===== config.mk =====
export PLATFORM = sky130hd
export DESIGN_NAME = alu_muldiv
export DESIGN_NICKNAME = d
export VERILOG_FILES = /design/src/rtl/alu_pkg.sv /design/src/rtl/full_adder.sv /design/src/rtl/muldiv_iter.sv /design/src/rtl/alu_muldiv.sv
export SDC_FILE = /design/constraint.sdc
export NUM_CORES = 2
export LEC_CHECK = 0
export BUFFER_PORTS_ARGS = -buffer_cell sky130_fd_sc_hd__buf_2
export CELL_PAD_IN_SITES_DETAIL_PLACEMENT = 1
export CELL_PAD_IN_SITES_GLOBAL_PLACEMENT = 1
export CORE_AREA = 2 2 239 359
export CTS_CLUSTER_SIZE = 10
export DETAILED_ROUTE_END_ITERATION = 6
export DIE_AREA = 0 0 241 361
export PLACE_DENSITY = 0.93
export SKIP_CTS_REPAIR_TIMING = 1
export SLEW_MARGIN = 20
export SYNTH_ARGS = -nofsm -noshare
export SYNTH_HDL_FRONTEND = slang
export SYNTH_SLANG_ARGS = --single-unit

===== constraint.sdc =====
create_clock -name clk_i -period 18.6 [get_ports clk_i]
set_clock_uncertainty 0.2 [all_clocks]
set_input_delay 1.86 -clock clk_i [delete_from_list [all_inputs] [get_ports clk_i]]
set_output_delay 1.86 -clock clk_i [all_outputs]
set_load 0.01 [all_outputs]

===== src/rtl/alu_pkg.sv =====
// Shared definitions for the alu_muldiv block.
// Holds the 4-bit operation codes, the IDLE/BUSY/DONE controller state
// encoding and small opcode-classification helpers. No ports.
package alu_pkg;

  localparam logic [3:0] OP_ADD   = 4'b0000;
  localparam logic [3:0] OP_SUB   = 4'b0001;
  localparam logic [3:0] OP_SLL   = 4'b0010;
  localparam logic [3:0] OP_SLT   = 4'b0011;
  localparam logic [3:0] OP_SLTU  = 4'b0100;
  localparam logic [3:0] OP_XOR   = 4'b0101;
  localparam logic [3:0] OP_SRL   = 4'b0110;
  localparam logic [3:0] OP_SRA   = 4'b0111;
  localparam logic [3:0] OP_OR    = 4'b1000;
  localparam logic [3:0] OP_AND   = 4'b1001;
  localparam logic [3:0] OP_MUL   = 4'b1010;
  localparam logic [3:0] OP_BGE   = 4'b1011;
  localparam logic [3:0] OP_BGEU  = 4'b1100;
  localparam logic [3:0] OP_MULHU = 4'b1101;
  localparam logic [3:0] OP_DIVU  = 4'b1110;
  localparam logic [3:0] OP_REMU  = 4'b1111;

  typedef enum logic [1:0] {
    IDLE = 2'd0,
    BUSY = 2'd1,
    DONE = 2'd2
  } state_e;

  // Multi-cycle operations handled by the iterative datapath.
  function automatic logic is_iter_op(input logic [3:0] ope);
    case (ope)
      OP_MUL, OP_MULHU, OP_DIVU, OP_REMU: is_iter_op = 1'b1;
      default:                            is_iter_op = 1'b0;
    endcase
  endfunction

  // Divider (DIVU/REMU) as opposed to multiplier (MUL/MULHU).
  function automatic logic is_div_op(input logic [3:0] ope);
    case (ope)
      OP_DIVU, OP_REMU: is_div_op = 1'b1;
      default:          is_div_op = 1'b0;
    endcase
  endfunction

  // Result taken from the accumulator half (MULHU high word, REMU remainder).
  function automatic logic is_hi_op(input logic [3:0] ope);
    case (ope)
      OP_MULHU, OP_REMU: is_hi_op = 1'b1;
      default:           is_hi_op = 1'b0;
    endcase
  endfunction

endpackage


===== src/rtl/full_adder.sv =====
// N-bit full adder used for ADD and SUB.
// Ports: a_i, b_i (width) addends, cin_i carry-in, sum_o (width) sum.
// The carry-out is not exposed: all results are taken modulo 2^width.
module full_adder #(
  parameter int width = 64
) (
  input  logic [width-1:0] a_i,
  input  logic [width-1:0] b_i,
  input  logic             cin_i,
  output logic [width-1:0] sum_o
);

  assign sum_o = a_i + b_i + {{(width-1){1'b0}}, cin_i};

endmodule


===== src/rtl/muldiv_iter.sv =====
// Iterative radix-2 datapath: shift-add multiplier and restoring divider.
// Ports: clk_i, rst_i (sync, active-high); start_i loads operands and opcode;
// step_i performs one radix-2 step; op_i opcode at start; op1_i/op2_i operands;
// last_o marks the final step; res_o is the result produced by that final step.
module muldiv_iter
  import alu_pkg::*;
#(
  parameter int width = 64
) (
  input  logic             clk_i,
  input  logic             rst_i,
  input  logic             start_i,
  input  logic             step_i,
  input  logic [3:0]       op_i,
  input  logic [width-1:0] op1_i,
  input  logic [width-1:0] op2_i,
  output logic             last_o,
  output logic [width-1:0] res_o
);

  localparam int CW = $clog2(width);
  localparam logic [CW-1:0] CNT_LAST = CW'(width - 1);

  // acc: product high word / partial remainder.
  // mq : multiplier shifting out, product low word shifting in / dividend -> quotient.
  // dsr: multiplicand or divisor.
  logic [width-1:0] acc_q, acc_d;
  logic [width-1:0] mq_q, mq_d;
  logic [width-1:0] dsr_q, dsr_d;
  logic [CW-1:0]    cnt_q, cnt_d;
  logic             div_q, div_d;
  logic             hi_q, hi_d;

  logic [width:0]   mul_sum;
  logic [width:0]   rem_shift;
  logic [width:0]   rem_diff;

  // Next-state computation for one multiply or divide step.
  always_comb begin
    acc_d = acc_q;
    mq_d  = mq_q;
    dsr_d = dsr_q;
    cnt_d = cnt_q;
    div_d = div_q;
    hi_d  = hi_q;

    mul_sum   = {1'b0, acc_q} + {1'b0, dsr_q & {width{mq_q[0]}}};
    rem_shift = {acc_q, mq_q[width-1]};
    // The partial remainder stays below the divisor, so bit width of the
    // difference is a clean borrow; with a zero divisor it never borrows,
    // which yields an all-ones quotient and the dividend as remainder.
    rem_diff  = rem_shift - {1'b0, dsr_q};

    if (start_i) begin
      acc_d = {width{1'b0}};
      mq_d  = op1_i;
      dsr_d = op2_i;
      cnt_d = {CW{1'b0}};
      div_d = is_div_op(op_i);
      hi_d  = is_hi_op(op_i);
    end else if (step_i) begin
      cnt_d = cnt_q + CW'(1);
      if (div_q) begin
        if (rem_diff[width]) begin
          acc_d = rem_shift[width-1:0];
          mq_d  = {mq_q[width-2:0], 1'b0};
        end else begin
          acc_d = rem_diff[width-1:0];
          mq_d  = {mq_q[width-2:0], 1'b1};
        end
      end else begin
        acc_d = mul_sum[width:1];
        mq_d  = {mul_sum[0], mq_q[width-1:1]};
      end
    end else begin
      cnt_d = cnt_q;
    end
  end

  // Datapath and step-counter registers.
  always_ff @(posedge clk_i) begin
    if (rst_i) begin
      acc_q <= {width{1'b0}};
      mq_q  <= {width{1'b0}};
      dsr_q <= {width{1'b0}};
      cnt_q <= {CW{1'b0}};
      div_q <= 1'b0;
      hi_q  <= 1'b0;
    end else begin
      acc_q <= acc_d;
      mq_q  <= mq_d;
      dsr_q <= dsr_d;
      cnt_q <= cnt_d;
      div_q <= div_d;
      hi_q  <= hi_d;
    end
  end

  assign last_o = step_i && (cnt_q == CNT_LAST);
  assign res_o  = hi_q ? acc_d : mq_d;

endmodule


===== src/rtl/alu_muldiv.sv =====
// ALU with single-cycle integer ops and iterative MUL/MULHU/DIVU/REMU.
// Ports: clk_i, rst_i (sync, active-high); valid_i/ready_o request handshake;
// op1_i, op2_i (width) operands; ope_i (4) opcode; valid_o one-cycle result
// pulse; res_o (width) registered result; b_flag_o registered branch flag.
module alu_muldiv
  import alu_pkg::*;
#(
  parameter int width = 64
) (
  input  logic             clk_i,
  input  logic             rst_i,
  input  logic             valid_i,
  input  logic [width-1:0] op1_i,
  input  logic [width-1:0] op2_i,
  input  logic [3:0]       ope_i,
  output logic             ready_o,
  output logic             valid_o,
  output logic [width-1:0] res_o,
  output logic             b_flag_o
);

  localparam int SHW = $clog2(width);

  state_e           state_q, state_d;
  logic             valid_q, valid_d;
  logic             b_flag_q, b_flag_d;
  logic [width-1:0] res_q, res_d;

  logic             accept;
  logic             iter_op;
  logic             is_sub;
  logic             lt_s;
  logic             lt_u;
  logic             alu_flag;
  logic             md_last;
  logic [SHW-1:0]   shamt;
  logic [width-1:0] add_b;
  logic [width-1:0] add_sum;
  logic [width-1:0] alu_res;
  logic [width-1:0] md_res;

  assign ready_o  = (state_q != BUSY);
  assign accept   = valid_i && ready_o;
  assign iter_op  = is_iter_op(ope_i);
  assign is_sub   = (ope_i == OP_SUB);
  assign add_b    = is_sub ? ~op2_i : op2_i;
  assign shamt    = op2_i[SHW-1:0];
  assign lt_s     = $signed(op1_i) < $signed(op2_i);
  assign lt_u     = op1_i < op2_i;

  full_adder #(.width(width)) u_add (
    .a_i   (op1_i),
    .b_i   (add_b),
    .cin_i (is_sub),
    .sum_o (add_sum)
  );

  muldiv_iter #(.width(width)) u_muldiv (
    .clk_i   (clk_i),
    .rst_i   (rst_i),
    .start_i (accept && iter_op),
    .step_i  (state_q == BUSY),
    .op_i    (ope_i),
    .op1_i   (op1_i),
    .op2_i   (op2_i),
    .last_o  (md_last),
    .res_o   (md_res)
  );

  // Single-cycle result and branch flag, computed from the accepted request.
  always_comb begin
    alu_res  = {width{1'b0}};
    alu_flag = 1'b0;
    case (ope_i)
      OP_ADD, OP_SUB:   alu_res = add_sum;
      OP_SLL:           alu_res = op1_i << shamt;
      OP_SRL:           alu_res = op1_i >> shamt;
      OP_SRA:           alu_res = $unsigned($signed(op1_i) >>> shamt);
      OP_SLT, OP_BGE:   alu_res = {{(width-1){1'b0}}, lt_s};
      OP_SLTU, OP_BGEU: alu_res = {{(width-1){1'b0}}, lt_u};
      OP_XOR:           alu_res = op1_i ^ op2_i;
      OP_OR:            alu_res = op1_i | op2_i;
      OP_AND:           alu_res = op1_i & op2_i;
      default:          alu_res = {width{1'b0}};
    endcase
    case (ope_i)
      OP_SUB:  alu_flag = (alu_res != {width{1'b0}});
      OP_XOR:  alu_flag = (alu_res == {width{1'b0}});
      OP_SLT:  alu_flag = lt_s;
      OP_SLTU: alu_flag = lt_u;
      OP_BGE:  alu_flag = !lt_s;
      OP_BGEU: alu_flag = !lt_u;
      default: alu_flag = 1'b0;
    endcase
  end

  // Controller next state.
  always_comb begin
    state_d = state_q;
    case (state_q)
      IDLE, DONE: begin
        if (accept && iter_op) begin
          state_d = BUSY;
        end else begin
          state_d = IDLE;
        end
      end
      BUSY: begin
        if (md_last) begin
          state_d = DONE;
        end else begin
          state_d = BUSY;
        end
      end
      default: state_d = IDLE;
    endcase
  end

  // Output register next values; res/b_flag hold until a new result lands.
  always_comb begin
    valid_d  = 1'b0;
    res_d    = res_q;
    b_flag_d = b_flag_q;
    if (state_q == BUSY) begin
      if (md_last) begin
        valid_d  = 1'b1;
        res_d    = md_res;
        b_flag_d = 1'b0;
      end else begin
        valid_d  = 1'b0;
      end
    end else if (accept && !iter_op) begin
      valid_d  = 1'b1;
      res_d    = alu_res;
      b_flag_d = alu_flag;
    end else begin
      valid_d  = 1'b0;
    end
  end

  // State and output registers.
  always_ff @(posedge clk_i) begin
    if (rst_i) begin
      state_q  <= IDLE;
      valid_q  <= 1'b0;
      res_q    <= {width{1'b0}};
      b_flag_q <= 1'b0;
    end else begin
      state_q  <= state_d;
      valid_q  <= valid_d;
      res_q    <= res_d;
      b_flag_q <= b_flag_d;
    end
  end

  assign valid_o  = valid_q;
  assign res_o    = res_q;
  assign b_flag_o = b_flag_q;

endmodule

==> results of run 1 <==
[layer usage]
layer	overflow	track usage
met1	0	0.694
met4	3	0.732
met3	0	0.405
met2	2	0.898
met5	0	0.0326
[metrics by stage]
stage	area (um^2)	hold slack (ns)	util	setup WS [ns]
after detailed placement	44600	0.253	0.533	9.06
after global placement	44500	0.228	0.533	9.11
after CTS	45400	0.293	0.543	9.59
after floorplan	43300	0.245	-	11.37
[cell families after synthesis]
logic type	after synthesis	share of synthesized area
simple gates	1934	0.207
fa+ha+maj	387	0.112
mux	488	0.156
buf+inv	760	0.0726
flops	268	0.124
compound gates	1893	0.288
xor+xnor	198	0.0401
==> flow_summary.ini, run 1 <==
[floorplanning]
die_h_um = 361
initial_core_util = 0.517
ioPinCount = 202
die_w_um = 241
num_rows = 130

[global_route]
grt_pass1_wl_um = 431000
overflow = 5
grt_use_total = 0.678
grt_pass1_vias = 59000
grt_max_degree = 141

[run_status]
stop_stage = global routing (5_1_grt)
status = aborted with a tool error
tool.error = [ERROR GRT-0116] Global routing finished with congestion. Check the congestion regions in the DRC Viewer.

[yosys]
synth_seq_area_share = 0.124
yosysWarnings = 0
avgSynthCellArea_um2 = 7.30
yosysTopAreaCell = dfxtp_1
ys_ff_latch = 268
synthesis.area_um2 = 43300
synth_cells = 5928
synthTopCellsByArea = dfxtp_1, ha_1, mux4_2, a21oi_1, nand2_1
ys.flop_type = dfxtp_1
yosysMostFrequentCell = nand2_1
synth.distinct_cells = 105
synth_edf_count = 0
yosysTopAreaCellShare = 0.124
ys_async_sr_fraction = 0
ys_top_cells_by_count = nand2_1, a21oi_1, nor2_1
synth_fp_nets = 6450

[place]
dpl.hpwl_um = 205000
place.gp.congestion = 1.27
port_buffers = 201
place_inst = 6873

[cts]
cts_sinks = 268
clk_path_buf_depth = 3
cts-root-buf = clkbuf_16
numCtsBuffers = 31
h-tree-depth = 1
==> run 2, diff against run 1 <==
Settings changed: CELL_PAD_IN_SITES_DETAIL_PLACEMENT 1 to unset, CELL_PAD_IN_SITES_GLOBAL_PLACEMENT 1 to unset, CORE_AREA 2 2 239 359 to 2 2 332 334, CTS_CLUSTER_SIZE 10 to unset, DIE_AREA 0 0 241 361 to 0 0 334 336, PLACE_DENSITY 0.93 to unset, PLACE_DENSITY_LB_ADDON set to 0.15.
==> run 2 against run 1 <==
Compared with the run above:
- the run now ends clean
- synthesized cell count is the same
- area after synthesis is the same
==> flow_summary.ini, run 2 <==
[cts]
cts_sinks = 268
clkTransAtPathRegs_ns = 0.08
clk_path_buf_depth = 3
clkLatencyLatePin_ns = 0.59
h-tree-depth = 1
numCtsBuffers = 28
cts_tree = done
cts-root-buf = clkbuf_16

[yosys]
ys_async_sr_fraction = 0
ys_top_cells_by_count = nand2_1, a21oi_1, nor2_1
synthTopCellsByArea = dfxtp_1, ha_1, mux4_2, a21oi_1, nand2_1
ys.flop_type = dfxtp_1
synth_seq_area_share = 0.124
synth_cells = 5928
ys_ff_latch = 268
yosysWarnings = 0
synthesis.area_um2 = 43300
yosysTopAreaCell = dfxtp_1
synth_edf_count = 0
synth_fp_nets = 6450
yosysTopAreaCellShare = 0.124
yosysMostFrequentCell = nand2_1
avgSynthCellArea_um2 = 7.30
synth.distinct_cells = 105

[layout]
area_growth_pct = 6.38
drive_above_1_share = 0.117
fin_area_um2 = 46000
num-fill-cells = 11600
final_cell_mix = nand2_1, a21oi_1, nor2_1
nNetsFinal = 6312
final_common_cell = nand2_1

[sta]
tightest_slew_ns = 1.34
period_share = 0.484
fin_tns_setup_ns = 0
rsz0062_at_grt = false
finalCriticalPeriod_ns = 9.01
drv_slew = 0
finalHoldViolCount = 0
fmax_ghz = 0.111
fin_ws_ns = 9.59
max_slew_margin = 0.0963
setup_viol = 0

[floorplanning]
initial_core_util = 0.399
fp.dieArea_um2 = 112000
num_rows = 121
die_h_um = 336
ioPinCount = 202
core_area_um2 = 108000
die_w_um = 334

[run]
drv_cap = 0

[global_route]
grt_max_degree = 131
overflow = 0
grt_pass1_wl_um = 359000
grt_pass1_vias = 45700
grt_use_total = 0.444
antenna_found_initial = 18

[power_and_ir_drop]
finalPower_mw = 2.72
power_density_nw_per_um2 = 59.2
p_leak_nw = 18.6
ir_drop_mv = 0.0675

[routing]
drt_iter0_drc = 7951
vias_per_cell = 6.93
detail_route.wl_per_cell_um = 35.9
drc = 0
antenna_left = 0
totalWireLength_um = 259000
first_pass_iters = 7
vias = 50100

[place]
dpl.hpwl_um = 204000
pre_cts_ws_ns = 9.46
port_buffers = 201
placed_cell_area_um2 = 45000
place.gp.congestion = 1.10

[setup_path]
cp_max_fo = 130
cp.arrival_ns = 9.30
crit_type = input port to register
worstPathRequired_ns = 18.89
start_kind = input port
cp-end-kind = register

[run_status]
status = complete, no violations

[worst_hold_path]
hp-class = register to register
run 2: final timing paths:
kind	to	from	slack, ns	cells after the start
max	b_flag_o	op2_i[3]	9.59	19
min	u_muldiv.dsr_q[34]	u_muldiv.dsr_q[34]	0.28	2
max reg2reg	res_o[15]	u_muldiv.mq_q[63]	11.76	19
min reg2reg	u_muldiv.dsr_q[34]	u_muldiv.dsr_q[34]	0.28	2
run 2: routing by layer:
layer,global-route usage,part of all wire,wire length [um]
met1,0.603,0.42,108000
met2,0.655,0.41,107000
met3,0.138,0.12,31700
met4,0.164,0.047,12200
met5,0.0128,0.00099,258
run 2: worst max-delay path, stage by stage:
cell and delay (ns):
clkbuf_8 0.57, buf_12 0.57, inv_1 0.09, buf_4 0.33, xnor2_1 0.24, ha_1 0.24, and3_1 0.20, nor2_1 0.26
a21oi_1 0.22, o21ai_1 1.03, mux2i_1 0.27, a22oi_1 0.31, o2111ai_1 0.17, nor4_1 0.74, nand4_1 0.37, nor4_1 0.62
nand4_1 0.20, or4_1 0.45, a311oi_1 0.26
run 2: cell type report:
cell class,count,area [um^2],share of cell area
Antenna cell,5,12.5,0.000272
Clock buffer,35,800,0.0174
Clock inverter,17,163,0.00353
Inverter,272,1030,0.0223
Multi-Input combinational cell,4900,34900,0.758
Sequential cell,268,5370,0.117
Tap cell,1414,1770,0.0384
Timing Repair Buffer,320,1990,0.0432
run 2: through the flow:
stage,hold WS (ns),utilization,std cells
floorplan,0.245,-,5928
global placement,0.264,0.415,7173
detailed placement,0.267,0.415,7173
CTS,0.278,0.424,7225
global route,0.294,0.424,7226
finish,0.277,0.425,7231
run 2: cells by family after synthesis:
kind of cell               after synthesis  synth area share
and+or+nand+nor                       1934             0.207
AOI/OAI and AO/OA                     1893             0.288
buffers and inverters                  760            0.0726
muxes                                  488             0.156
adders and majority gates              387             0.112
DFF                                    268             0.124
xor gates and xnor gates               198            0.0401
run 2: power by group:
part           leakage (nW)  internal (mW)  total (mW)  switching, mW
clock network         0.476          0.336       0.616          0.280
registers              2.18          0.604       0.642         0.0381
logic                  15.9          0.467        1.47           1.00
total                  18.6           1.41        2.72           1.32
Power figures use the tool's default switching activity.
